$ cat config.mk
export PLATFORM = sky130hd
export DESIGN_NAME = adder_result_fifo
export DESIGN_NICKNAME = d
export VERILOG_FILES = /design/src/rtl/adder_result_fifo.sv
export SDC_FILE = /design/constraint.sdc
export NUM_CORES = 1
export LEC_CHECK = 0
export BUFFER_PORTS_ARGS = -buffer_cell sky130_fd_sc_hd__buf_2
export CAP_MARGIN = 20
export CORE_MARGIN = 1
export CORE_UTILIZATION = 53
export CTS_CLUSTER_SIZE = 12
export DETAILED_ROUTE_END_ITERATION = 10
export GPL_ROUTABILITY_DRIVEN = 0
export HOLD_SLACK_MARGIN = 0.08
export PLACE_DENSITY_LB_ADDON = 0.05
export SETUP_SLACK_MARGIN = 0.02
export SLEW_MARGIN = 5
export SYNTH_ARGS = -nofsm -noshare
export SYNTH_HDL_FRONTEND = slang
export SYNTH_SLANG_ARGS = --single-unit
export TNS_END_PERCENT = 1
$ cat constraint.sdc
create_clock -name i_clk -period 2.2 [get_ports i_clk]
set_input_delay 0.22 -clock i_clk [delete_from_list [all_inputs] [get_ports i_clk]]
set_output_delay 0.22 -clock i_clk [all_outputs]
set_load 0.005 [all_outputs]
$ cat src/rtl/adder_result_fifo.sv
// adder_result_fifo: FWFT valid/ready buffer for the adder sum stream, with occupancy count and sticky overflow
module adder_result_fifo #(
    parameter int g_data_width = 8,
    parameter int g_depth      = 8
) (
    input  logic                        i_clk,
    input  logic                        i_rst_n,
    input  logic                        i_valid,
    input  logic [g_data_width:0]       i_data,
    output logic                        o_valid,
    input  logic                        i_ready,
    output logic [g_data_width:0]       o_data,
    output logic [$clog2(g_depth):0]    o_count,
    output logic                        o_full,
    output logic                        o_empty,
    output logic                        o_overflow,
    input  logic                        i_clr_ovf
);
    localparam int aw = $clog2(g_depth);
    logic [g_data_width:0] mem [g_depth];
    logic [aw-1:0] wr_ptr, rd_ptr;
    logic pop, push, drop;
    always_comb begin
        o_empty = o_count == '0;
        o_full  = o_count == (aw+1)'(g_depth);
        o_valid = !o_empty;
        o_data  = o_empty ? '0 : mem[rd_ptr];
        pop     = o_valid && i_ready;
        push    = i_valid && (!o_full || pop);
        drop    = i_valid && o_full && !pop;
    end
    always_ff @(posedge i_clk) begin
        if (push)
            mem[wr_ptr] <= i_data;
    end
    always_ff @(posedge i_clk) begin
        if (!i_rst_n) begin
            wr_ptr     <= '0;
            rd_ptr     <= '0;
            o_count    <= '0;
            o_overflow <= 1'b0;
        end else begin
            wr_ptr     <= push ? wr_ptr + aw'(1) : wr_ptr;
            rd_ptr     <= pop ? rd_ptr + aw'(1) : rd_ptr;
            o_count    <= o_count + (aw+1)'(push) - (aw+1)'(pop);
            o_overflow <= drop ? 1'b1 : (i_clr_ovf ? 1'b0 : o_overflow);
        end
    end
endmodule

==> flow_summary_export.csv <==
group,metric,value,unit
sta,worst_pin_slew,0.677,ns
route,drc,0,
layout,stdcell_count,331,
layout,final_util,65.6,%
critical_path,worstSetupPathType,"flip-flop to flip-flop",
floorplan,die_area,7020,µm²
status,status,"finished, violations left",
synthesis,async_flop_share,0,%
synthesis,synth_cell_types,35,
layout,drive_gt1_share,36.2,%
synthesis,syn_area_per_cell,18.3,µm²
critical_path,cp-end-kind,"flip-flop",
critical_path,start_kind,"flip-flop",
synthesis,synth.most_common_cell,"edfxtp_1",
route,detail_route.first_pass.iterations,4,
sta,drv_slew,0,
worst_hold_path,worstHoldStart,"i_data[7]",
power_and_ir_drop,combinationalPowerShare,29.1,%
placement,dp.cells,313,
clock_network,clk_latency,0.35,ns
critical_path,slowest_delay,0.54,ns
synthesis,yosys-top-cells-area,"edfxtp_1, mux4_1, dfxtp_1",
route,wl,6550,µm
placement,dp_hpwl,4260,µm
sta,fin_ws,-0.0513,ns
power_and_ir_drop,p_sw_share,29.3,%
critical_path,crit_slowest_cell,"fa_2",
clock_network,clock-sinks,86,
synthesis,synth_largest_area_cell,"edfxtp_1",
critical_path,path_max_fanout,3,
layout,fillCellCount,445,
synthesis,synth_cells,194,
power_and_ir_drop,powerDensity,1050,nW/µm²
power_and_ir_drop,cell_internal_pwr,3.12,mW
status,violations,"negative setup slack",
sta,slew_headroom,54.8,%
critical_path,startpoint,"o_count[2]",
global_routing,antenna_found_initial,0,
power_and_ir_drop,clkPwrFrac,26.1,%
route,drt_iter0_markers,90,
synthesis,synthFlopType,"edfxtp_1",
sta,fin_crit,2.25,ns
critical_path,critPathBufInv,3,
floorplan,rows,29,
global_routing,grt_pass1_vias,1869,
critical_path,critPathRequiredTime,2.45,ns
sta,rsz0062_at_grt,"yes",
power_and_ir_drop,p_leak,1.54,nW
layout,syn_to_final_growth,18.1,%
synthesis,synth_common_cells,"edfxtp_1, mux4_1, dfxtp_1, inv_1, a22o_1",
synthesis,yosysWarningCount,0,
placement,placed_cell_area,3880,µm²
clock_network,cts_hold_buf,0,
layout,final_area,4190,µm²
clock_network,cts_root_buf,"clkbuf_8",
clock_network,clockBufferDepth,2,
sta,fmax,0.444,GHz
sta,fin_skew,0.00868,ns
global_routing,grtUsageTotal,20.2,%
route,drtAntennaViolNets,0,
sta,hold_viol,0,
worst_hold_path,hold_path_depth,1,
critical_path,r2r-start,"o_count[2]",
floorplan,design.core.area,6390,µm²
critical_path,worst-path-stages,10,
synthesis,ys_seq_area_share,68.9,%
route,num_vias,1906,
critical_path,crit_family,"adder cells",
flow_run,drv_cap,0,
floorplan,die_w,83.8,µm
synthesis,syn-cell-area,3550,µm²
global_routing,grt_max_degree,19,
placement,io_buffer_count,30,
clock_network,htree_levels,3,
route,wl_per_cell,19.8,µm
sta,setup_viol,5,
critical_path,cp.arrival,2.50,ns
global_routing,grt_pass1_wl,10100,µm
layout,antenna_cells,0,
route,vias_per_cell,5.76,
clock_network,cts_tree,"done",
synthesis,ys_ff_latch,86,
floorplan,die_y,83.8,µm
power_and_ir_drop,peakVddDrop,837,µV
global_routing,grt_overflow_total,0,
layout,fin_nets,272,
floorplan,initial_utilization,55.5,%
critical_path,path_common_cell,"ha_4",
critical_path,path_cells,"inv_4 > ha_4 > or3b_4 > o21ai_4 > ha_4 > inv_2 > ha_4 > inv_2 > fa_2 > nor2_1",
critical_path,rr_worst_depth,10,
clock_network,clk_pin_slew,0.09,ns
sta,min_period_over_period,102,%
power_and_ir_drop,total_power,4.42,mW
floorplan,ios,31,
clock_network,numCtsBuffers,9,
synthesis,synth.net_count,217,
synthesis,synth-edff-count,72,
power_and_ir_drop,p_seq_share,44.8,%
power_and_ir_drop,p_sw,1.29,mW
worst_hold_path,worstHoldPathType,"input pin to flip-flop",
synthesis,synth_top_cell_area_share,61.0,%
worst register-to-register path, stage by stage (launching register included):
cell	delay [ns]
dfxtp_2	0.34
inv_4	0.08
ha_4	0.12
or3b_4	0.40
o21ai_4	0.19
ha_4	0.22
inv_2	0.06
ha_4	0.13
inv_2	0.04
fa_2	0.54
nor2_1	0.04
final timing paths:
kind / endpoint / slack, ns
worst min-delay path: mem[1][7] / 0.12
worst max register to register: o_count[1] / -0.05
worst max-delay path: o_count[1] / -0.05
worst min register to register: o_overflow / 0.50
flip-flops by register name, summed over array words and instances (netlist names), named ones only:
| name | cells |
|---|---|
| rd_ptr | 3 |
| wr_ptr | 3 |
| o_overflow | 1 |
| mem | 72 |
| o_count | 4 |
cell families after synthesis:
kind of cell    after synthesis  synth area share (%)
simple gates                 34                  5.12
xor+xnor                      1                 0.247
flops                        86                  68.9
fa+ha+maj                     9                  3.39
compound gates               23                  4.94
mux                          22                  14.3
buf+inv                      19                  3.18
through the flow:
stage          setup WS [ns]  hold WS (ns)  setup TNS (ns)
3_5_place_dp         -0.0845         0.483          -0.857
5_1_grt               -0.125         0.111          -0.958
2_1_floorplan         -0.136         0.319           -1.39
4_1_cts              -0.0818         0.104          -0.594
6_report             -0.0513         0.121          -0.161
3_3_place_gp         -0.0285         0.456         -0.0285
what timing repair did:
action | 4_1_cts | 5_1_grt
gates cloned | 0 | 1
resized for setup | 5 | 19
endpoints found under the setup margin | 37 | 30
pin swaps | 0 | 5
setup buffers | 0 | 2
final cells by class:
cell class	instances	area, µm²	share of cell area (%)
clock inverter	7	88.8	2.12
clock buffer	9	124	2.96
tap	77	96.3	2.30
timing repair buffer	51	312	7.44
sequential	86	2440	58.4
multi-input combinational	90	1080	25.8
inverter	11	43.8	1.05
routing by layer:
layer / share of wire, % / wire length (µm) / global-route usage (%)
met5: 0 / 0 / 0
met4: 1.1 / 74 / 7.40
met1: 45 / 2930 / 27.6
met3: 4.4 / 286 / 5.14
met2: 50 / 3250 / 31.6
power by group through the flow:
stage                     Sequential, mW  Clock [mW]  Combinational, mW
final                               1.98        1.15               1.29
after CTS                           1.97        1.18               1.19
after detailed placement            2.00           0               1.18
after global routing                1.99        1.25               1.42
after global placement              1.99           0               1.14
after floorplan                     1.99           0              0.768
layout by cell type, fill, tap and decap left out, types with 3 or more instances in the layout:
master	count
a21oi_1	4
a22o_1	9
buf_2	30
buf_4	20
clkbuf_8	9
dfxtp_1	12
edfxtp_1	72
ha_1	4
ha_4	4
inv_1	6
inv_2	4
inv_6	3
mux2i_1	4
mux4_1	16
nand2_1	8
nand2b_1	5
nor2_1	3
nor2_2	3
nor3_1	4
o21ai_0	3
Note: power is estimated with default switching activity, not from simulation.
